===== src/rtl/decoder_rr_arbiter.sv =====
// 8-way round-robin arbiter. The winner is kept as a 3-bit index and the
// one-hot grant vector is the registered decode of that index. Each grant
// ends on done, on withdrawal of the owner's request, or after HOLD_MAX
// cycles. A single idle cycle always separates consecutive grants.
module decoder_rr_arbiter #(
  parameter int unsigned HOLD_MAX = 15,
  parameter int unsigned CW       = 4
) (
  input  logic       clk,
  input  logic       rst,
  input  logic [0:7] req,
  input  logic       done,
  output logic [0:7] grant,
  output logic [0:2] grant_idx,
  output logic       grant_valid,
  output logic       timeout
);

  typedef enum logic {IDLE, GRANT} state_t;

  state_t          state;
  logic [2:0]      idx_q;
  logic [CW-1:0]   hold_cnt;
  logic [2:0]      winner;
  logic            any_req;
  logic            rel_done;
  logic            rel_drop;
  logic            rel_hold;

  // Round-robin search starting just past the last owner; the last owner
  // itself is checked last (offset 8 wraps back onto idx_q).
  always_comb begin
    winner  = idx_q;
    any_req = 1'b0;
    for (int unsigned k = 1; k <= 8; k++) begin
      logic [2:0] pos;
      pos = idx_q + 3'(k);
      if (!any_req && req[pos]) begin
        winner  = pos;
        any_req = 1'b1;
      end
    end
  end

  // Release conditions evaluated while a grant is held.
  always_comb begin
    rel_done = done;
    rel_drop = !req[idx_q];
    rel_hold = (hold_cnt == CW'(HOLD_MAX - 1));
  end

  // grant_idx is declared [0:2] with bit 0 as the LSB, so copy bit-by-bit
  // rather than assigning the whole vector (which would reverse it).
  always_comb begin
    grant_idx = '0;
    for (int unsigned b = 0; b < 3; b++) begin
      grant_idx[b] = idx_q[b];
    end
  end

  // Ownership sequencing: grant, hold, release, then one idle bubble.
  always_ff @(posedge clk) begin
    if (rst) begin
      state       <= IDLE;
      idx_q       <= 3'd7;
      hold_cnt    <= '0;
      grant       <= '0;
      grant_valid <= 1'b0;
      timeout     <= 1'b0;
    end else begin
      timeout <= 1'b0;
      case (state)
        IDLE: begin
          hold_cnt <= '0;
          if (any_req) begin
            state       <= GRANT;
            idx_q       <= winner;
            grant_valid <= 1'b1;
            for (int unsigned i = 0; i < 8; i++) begin
              grant[i] <= (winner == 3'(i));
            end
          end
        end
        GRANT: begin
          if (rel_done || rel_drop || rel_hold) begin
            state       <= IDLE;
            hold_cnt    <= '0;
            grant       <= '0;
            grant_valid <= 1'b0;
            timeout     <= rel_hold && !rel_done && !rel_drop;
          end else begin
            hold_cnt <= hold_cnt + CW'(1);
          end
        end
        default: begin
          state       <= IDLE;
          hold_cnt    <= '0;
          grant       <= '0;
          grant_valid <= 1'b0;
        end
      endcase
    end
  end

endmodule


===== config.mk =====
export PLATFORM = sky130hd
export DESIGN_NAME = decoder_rr_arbiter
export DESIGN_NICKNAME = d
export VERILOG_FILES = /design/src/rtl/decoder_rr_arbiter.sv
export SDC_FILE = /design/constraint.sdc
export NUM_CORES = 1
export LEC_CHECK = 0
export CORE_MARGIN = 1.5
export CORE_UTILIZATION = 30
export DETAILED_ROUTE_END_ITERATION = 16
export HOLD_SLACK_MARGIN = 0.06
export PLACE_DENSITY = 0.57
export SETUP_SLACK_MARGIN = 0.5
export SLEW_MARGIN = 20
export SYNTH_ARGS = -nofsm -noshare
export SYNTH_HDL_FRONTEND = slang
export SYNTH_SLANG_ARGS = --single-unit

===== constraint.sdc =====
create_clock -name clk -period 3.7 [get_ports clk]
set_input_delay 0.74 -clock clk [delete_from_list [all_inputs] [get_ports clk]]
set_output_delay 0.74 -clock clk [all_outputs]
set_load 0.005 [all_outputs]

Word level (Yosys, flattened, before mapping). Index checks and enable logic that the tools add are counted.

Output and inout bits: 13. Logic and storage cells: 117. Flip-flop bits (word level): 18. Input bits: 11.

Reductions and logical operators: 24. Multiplexer cells: 51. Bitwise operators: 10. Eq/ne operators: 10. Add/subtract/negate cells: 8. $lt $le $gt $ge: 8.

Operators with widths (number): $ge 4x4->1 const B (8); $not 3->4 (8); $mux 1 (28); $bmux 1 s3 (8); $mux 3 (8); $mux 8 (2); $pmux 8 s2 (1); $add 3x3->3 const B (4); $eq 3x3->1 const B (4); $logic_and 1x1->1 (9); $logic_not 1->1 (9); $pmux 4 s2 (1); $add 3x2->3 const B (2); $eq 3x2->1 const B (2); $add 4x1->4 const B (1); $eq 4x4->1 const B (1); $mux 4 (1); $pmux 1 s2 (2); $reduce_and 2->1 (2); $add 3x1->3 const B (1); $eq 3x1->1 const B (1); $logic_not 3->1 (1); $reduce_or 3->1 (1); $logic_or 1x1->1 (2); 3 further kinds (4).

Depth between registers and ports, before layout.
Depth after elaboration: 30. Depth in mapped cells: 13. Mapped depth without buffers: 9.

Worst setup path before layout. OpenSTA, ideal clock, no wires.

Path type: register to register. Start: reg idx_q[0]. End: reg grant[2] (netlist bit). Clock period less this slack: 3.528 ns. Data required time: 3.569 ns. Data arrival time: 3.397 ns. Stages on the path, launching flop included: 13. Buffers on the path: 4. Slack: 0.172 ns. Library setup time: 0.131 ns. Cell sequence: dfxtp_1 > buf_6 > buf_2 > clkinv_1 > ha_1 > buf_2 > buf_2 > a211oi_1 > a221o_1 > o21bai_1 > a221oi_1 > mux2i_1 > o31ai_1.

Cells in the longest elaborated chain, start to end: 30. Elaborated cells between the ends (all ways): 78. Those cells by class: 7 x add/sub; 3 x eq/ne; 42 x mux; 8 x bitwise; 18 x reduce/logical.

RTL lines: start: declaration (RTL line 22) `logic [2:0] idx_q;`; start signal: assignment (RTL line 77) `idx_q <= winner;`; $add 3x1->3 (RTL line 37) `pos = idx_q + 3'(k);`; $not 3->4 (implied by the code) (RTL line 38) `if (!any_req && req[pos]) begin`; $bmux 1 s3 (RTL line 38); $mux 1 (implied by the code) (2 in series) (RTL line 38); $mux 1 (RTL line 38); $logic_not 1->1 (RTL line 38); $logic_and 1x1->1 (RTL line 38); $mux 1 (RTL line 38); [... 13 more ...]; $logic_and 1x1->1 (RTL line 38); $mux 1 (RTL line 38); $logic_not 1->1 (RTL line 38); $logic_and 1x1->1 (RTL line 38); $mux 3 (RTL line 38); $eq 3x2->1 (RTL line 80) `grant[i] <= (winner == 3'(i));`; $mux 8 (RTL line 75) `if (any_req) begin`; $pmux 8 s2 (RTL line 72) `case (state)`; end signal: indexed assignment (RTL line 80); end: declaration (RTL line 13) `output logic [0:7] grant,`.

Several ways; a longest one is shown, not always the timed one. The select of a mux whose other input is x is not followed. A chain may end at the register's enable or synchronous reset.

Final worst setup path.
Start: reg idx_q[0]. End: reg grant[7] (netlist bit).

Cells in the longest elaborated chain, start to end: 30. Elaborated cells between the ends (all ways): 78. Those cells by class: 7 x add/sub; 3 x eq/ne; 42 x mux; 8 x bitwise; 18 x reduce/logical.

RTL lines (RTL line): $add 3x1->3 (37); $not 3->4 (implied by the code) (38); $bmux 1 s3 (38); $mux 1 (implied by the code) (2 in series) (38); $mux 1 (38); $logic_not 1->1 (38); $logic_and 1x1->1 (38); $mux 1 (38); [... 13 more ...]; $logic_and 1x1->1 (38); $mux 1 (38); $logic_not 1->1 (38); $logic_and 1x1->1 (38); $mux 3 (38); $eq 3x3->1 (80); $mux 8 (75); $pmux 8 s2 (72).

Several ways; a longest one is shown, not always the timed one. The select of a mux whose other input is x is not followed.

==> impl_metrics.json <==
{
  "status": "complete, no violations",
  "endpoint_kind": "flop",
  "dp_slack_ns": 0.01778,
  "gp_congestion": 0.7998,
  "grt.total_usage_pct": 15.51,
  "drive_above_1_share_pct": 36.02,
  "rsz0062_at_grt": "false",
  "ant_nets": 0,
  "final_common_cell": "buf_4",
  "vias": 1741,
  "cts.path.max_buffers": 2,
  "clock-sinks": 18,
  "synth_nets": 208,
  "grt_pass1_wl_um": 8093,
  "yosysWarnings": 0,
  "io_pins": 24,
  "report.final.setup_viol": 0,
  "final_cell_mix": "buf_4 (26), dfxtp_1 (17), clkdlybuf4s50_1 (15)",
  "synth_seq_cells": 18,
  "place_hpwl_um": 3601,
  "worstMarginPinSlew_ns": 0.5997,
  "antenna_found_initial": 0,
  "slew_headroom_pct": 60.02,
  "grt_max_degree": 24,
  "maxCapViolCount": 0,
  "period_minus_slack_ns": 3.095,
  "worstPathRequired_ns": 3.87,
  "core-area_um2": 5921,
  "start_util_pct": 31.23,
  "root_buffer": "clkbuf_8",
  "worstSkewPairLatency_ns": 0.25,
  "synth_cells": 193,
  "htreeDepth": 1,
  "yosysUniqueCellTypes": 58,
  "avgSynthCellArea_um2": 9.582,
  "holdCritPathClass": "flop to flop",
  "viasPerCell": 5.598,
  "port_buffers": 23,
  "wire_per_inst_um": 16.32,
  "fin_tns_setup_ns": 0,
  "fmax_mhz": 323.1,
  "floorplan.die.height_um": 81.51,
  "fin_ws_ns": 0.6054,
  "row_count": 28,
  "die_area_um2": 6644,
  "arrival_ns": 3.26,
  "path_clk_slew_ns": 0.07,
  "nets": 252,
  "cp_max_fo": 7,
  "report.final.slew_viol_count": 0,
  "hold_viol": 0,
  "hold_buffers": 0,
  "synthArstFlopShare_pct": 0,
  "n_antenna_cell": 0,
  "cts_made_buffers": 3,
  "synth-main-ff-cell": "dfxtp_1",
  "gr-total-overflow": 0,
  "synth_edf_count": 0,
  "grt_pass1_vias": 1672,
  "p_per_area_nw_per_um2": 985.2,
  "vdd_drop_max_mv": 0.3902,
  "cts_tree": "done",
  "drt_iter0_drc": 94,
  "min_period_over_period_pct": 83.64,
  "leakage_nw": 0.9901,
  "drc_errors": 0,
  "clock_skew_ns": 0.004811,
  "wl_um": 5075,
  "critPathLaunchType": "flop",
  "synthesis.area_um2": 1849,
  "critPathKind": "flop to flop",
  "ys_seq_area_share_pct": 19.49,
  "die_w_um": 81.51,
  "syn_to_final_growth_pct": 39.38,
  "dr.pass1.iters": 4
}
-- Yosys cell counts, types with 2 or more instances --
cell type  count  area, um^2
dfxtp_1       18       360.4
nor2b_1        3       18.77
o21bai_1       2       15.01
ha_1           4       50.05
a22oi_1        3       22.52
mux2i_1       15       150.1
xor2_1         2       17.52
or3_4          2       22.52
o21ai_1        3       15.01
o21ai_0        3       15.01
nand3_1       11       55.05
a211oi_1       2       15.01
nor3_1         4       20.02
nor2_1        12       45.04
o31ai_1        8       60.06
o21ai_2        2       17.52
buf_2          7       35.03
nand2b_1       2       12.51
buf_6          2       22.52
inv_1          4       15.01
mux2_1         4       45.04
a21oi_1        8       40.04
mux4_2        12       270.3
xnor2_1        4       35.03
nand2_1       12       45.04
a221oi_1       3       26.28
mux2_2         5       56.30
clkbuf_1       4       15.01
a2111oi_0      3       26.28
-- repair_timing --
item	in CTS	in global routing
gates resized for setup	18	29
pin swaps	4	14
endpoints found under the setup margin	13	11
setup buffers	6	6
gates cloned	0	0
-- layout make-up --
class                      count  area, um^2
clock buffer                   4       55.05
tap                           75       93.84
inverter                       5       21.27
sequential                    18       361.6
multi-input combinational    156        1578
fill                         556        3343
timing repair buffer          53       467.9
-- report_power, final --
group	switching, mW	total (mW)	internal, mW
Sequential	0.0576	0.306	0.248
Clock	0.0633	0.158	0.0945
Combinational	1.07	2.08	1.01
Total	1.19	2.54	1.35
-- worst paths after layout --
kind                            slack (ns)     endpoint  cells past startpoint        start
worst max register to register        0.61     grant[7]                      9     idx_q[0]
worst min-delay path                  0.46  hold_cnt[0]                      1  hold_cnt[0]
worst max-delay path                  0.61     grant[7]                      9     idx_q[0]
worst min register to register        0.46  hold_cnt[0]                      1  hold_cnt[0]
-- routing by layer --
layer  wire [um]  vias up  GRT usage, %
li1            -      847             -
met1        2373      853         20.34
met2        2458       39         25.87
met3         221        2         2.333
met4          22        0         5.172
met5           0        -             0
-- kinds of logic (layout without fill, tap and decap cells) --
logic type / count (synthesis) / in the layout / synth area share [%]
simple gates: 57 / 57 / 17.32
compound gates: 51 / 51 / 22.06
mux: 38 / 38 / 30.45
buf+inv: 19 / 62 / 5.141
flops: 18 / 18 / 19.49
xor+xnor: 6 / 6 / 2.842
fa+ha+maj: 4 / 4 / 2.706
-- through the flow --
| step | total power [mW] | utilization [%] | instances | instance area, um^2 | hold WS (ns) |
|---|---|---|---|---|---|
| after global routing | 2.706 | 43.53 | 311 | 2577 | 0.4786 |
| after CTS | 2.266 | 40.62 | 305 | 2405 | 0.4684 |
| after global placement | 1.968 | 38.04 | 295 | 2252 | 0.4526 |
| after detailed placement | 1.965 | 38.04 | 295 | 2252 | 0.4529 |
| after floorplan | 1.553 | - | 193 | 1882 | 0.4297 |
| final | 2.539 | 43.53 | 311 | 2577 | 0.4640 |
-- flip-flops by register name (all words and copies together), names as in the netlist --
register	cells
hold_cnt	4
idx_q	3
timeout	1
grant_valid	1
state	1
grant	8
-- worst max-delay path, cell delays in order, from the launching register on --
cell and delay (ns):
dfxtp_2 0.47, inv_4 0.12, ha_4 0.35, mux4_2 0.34, mux2_4 0.30, or3_4 0.43
or3_4 0.43, o21ai_2 0.16, o211ai_2 0.16, o31ai_1 0.26
Note: power is estimated with default switching activity, not from simulation.
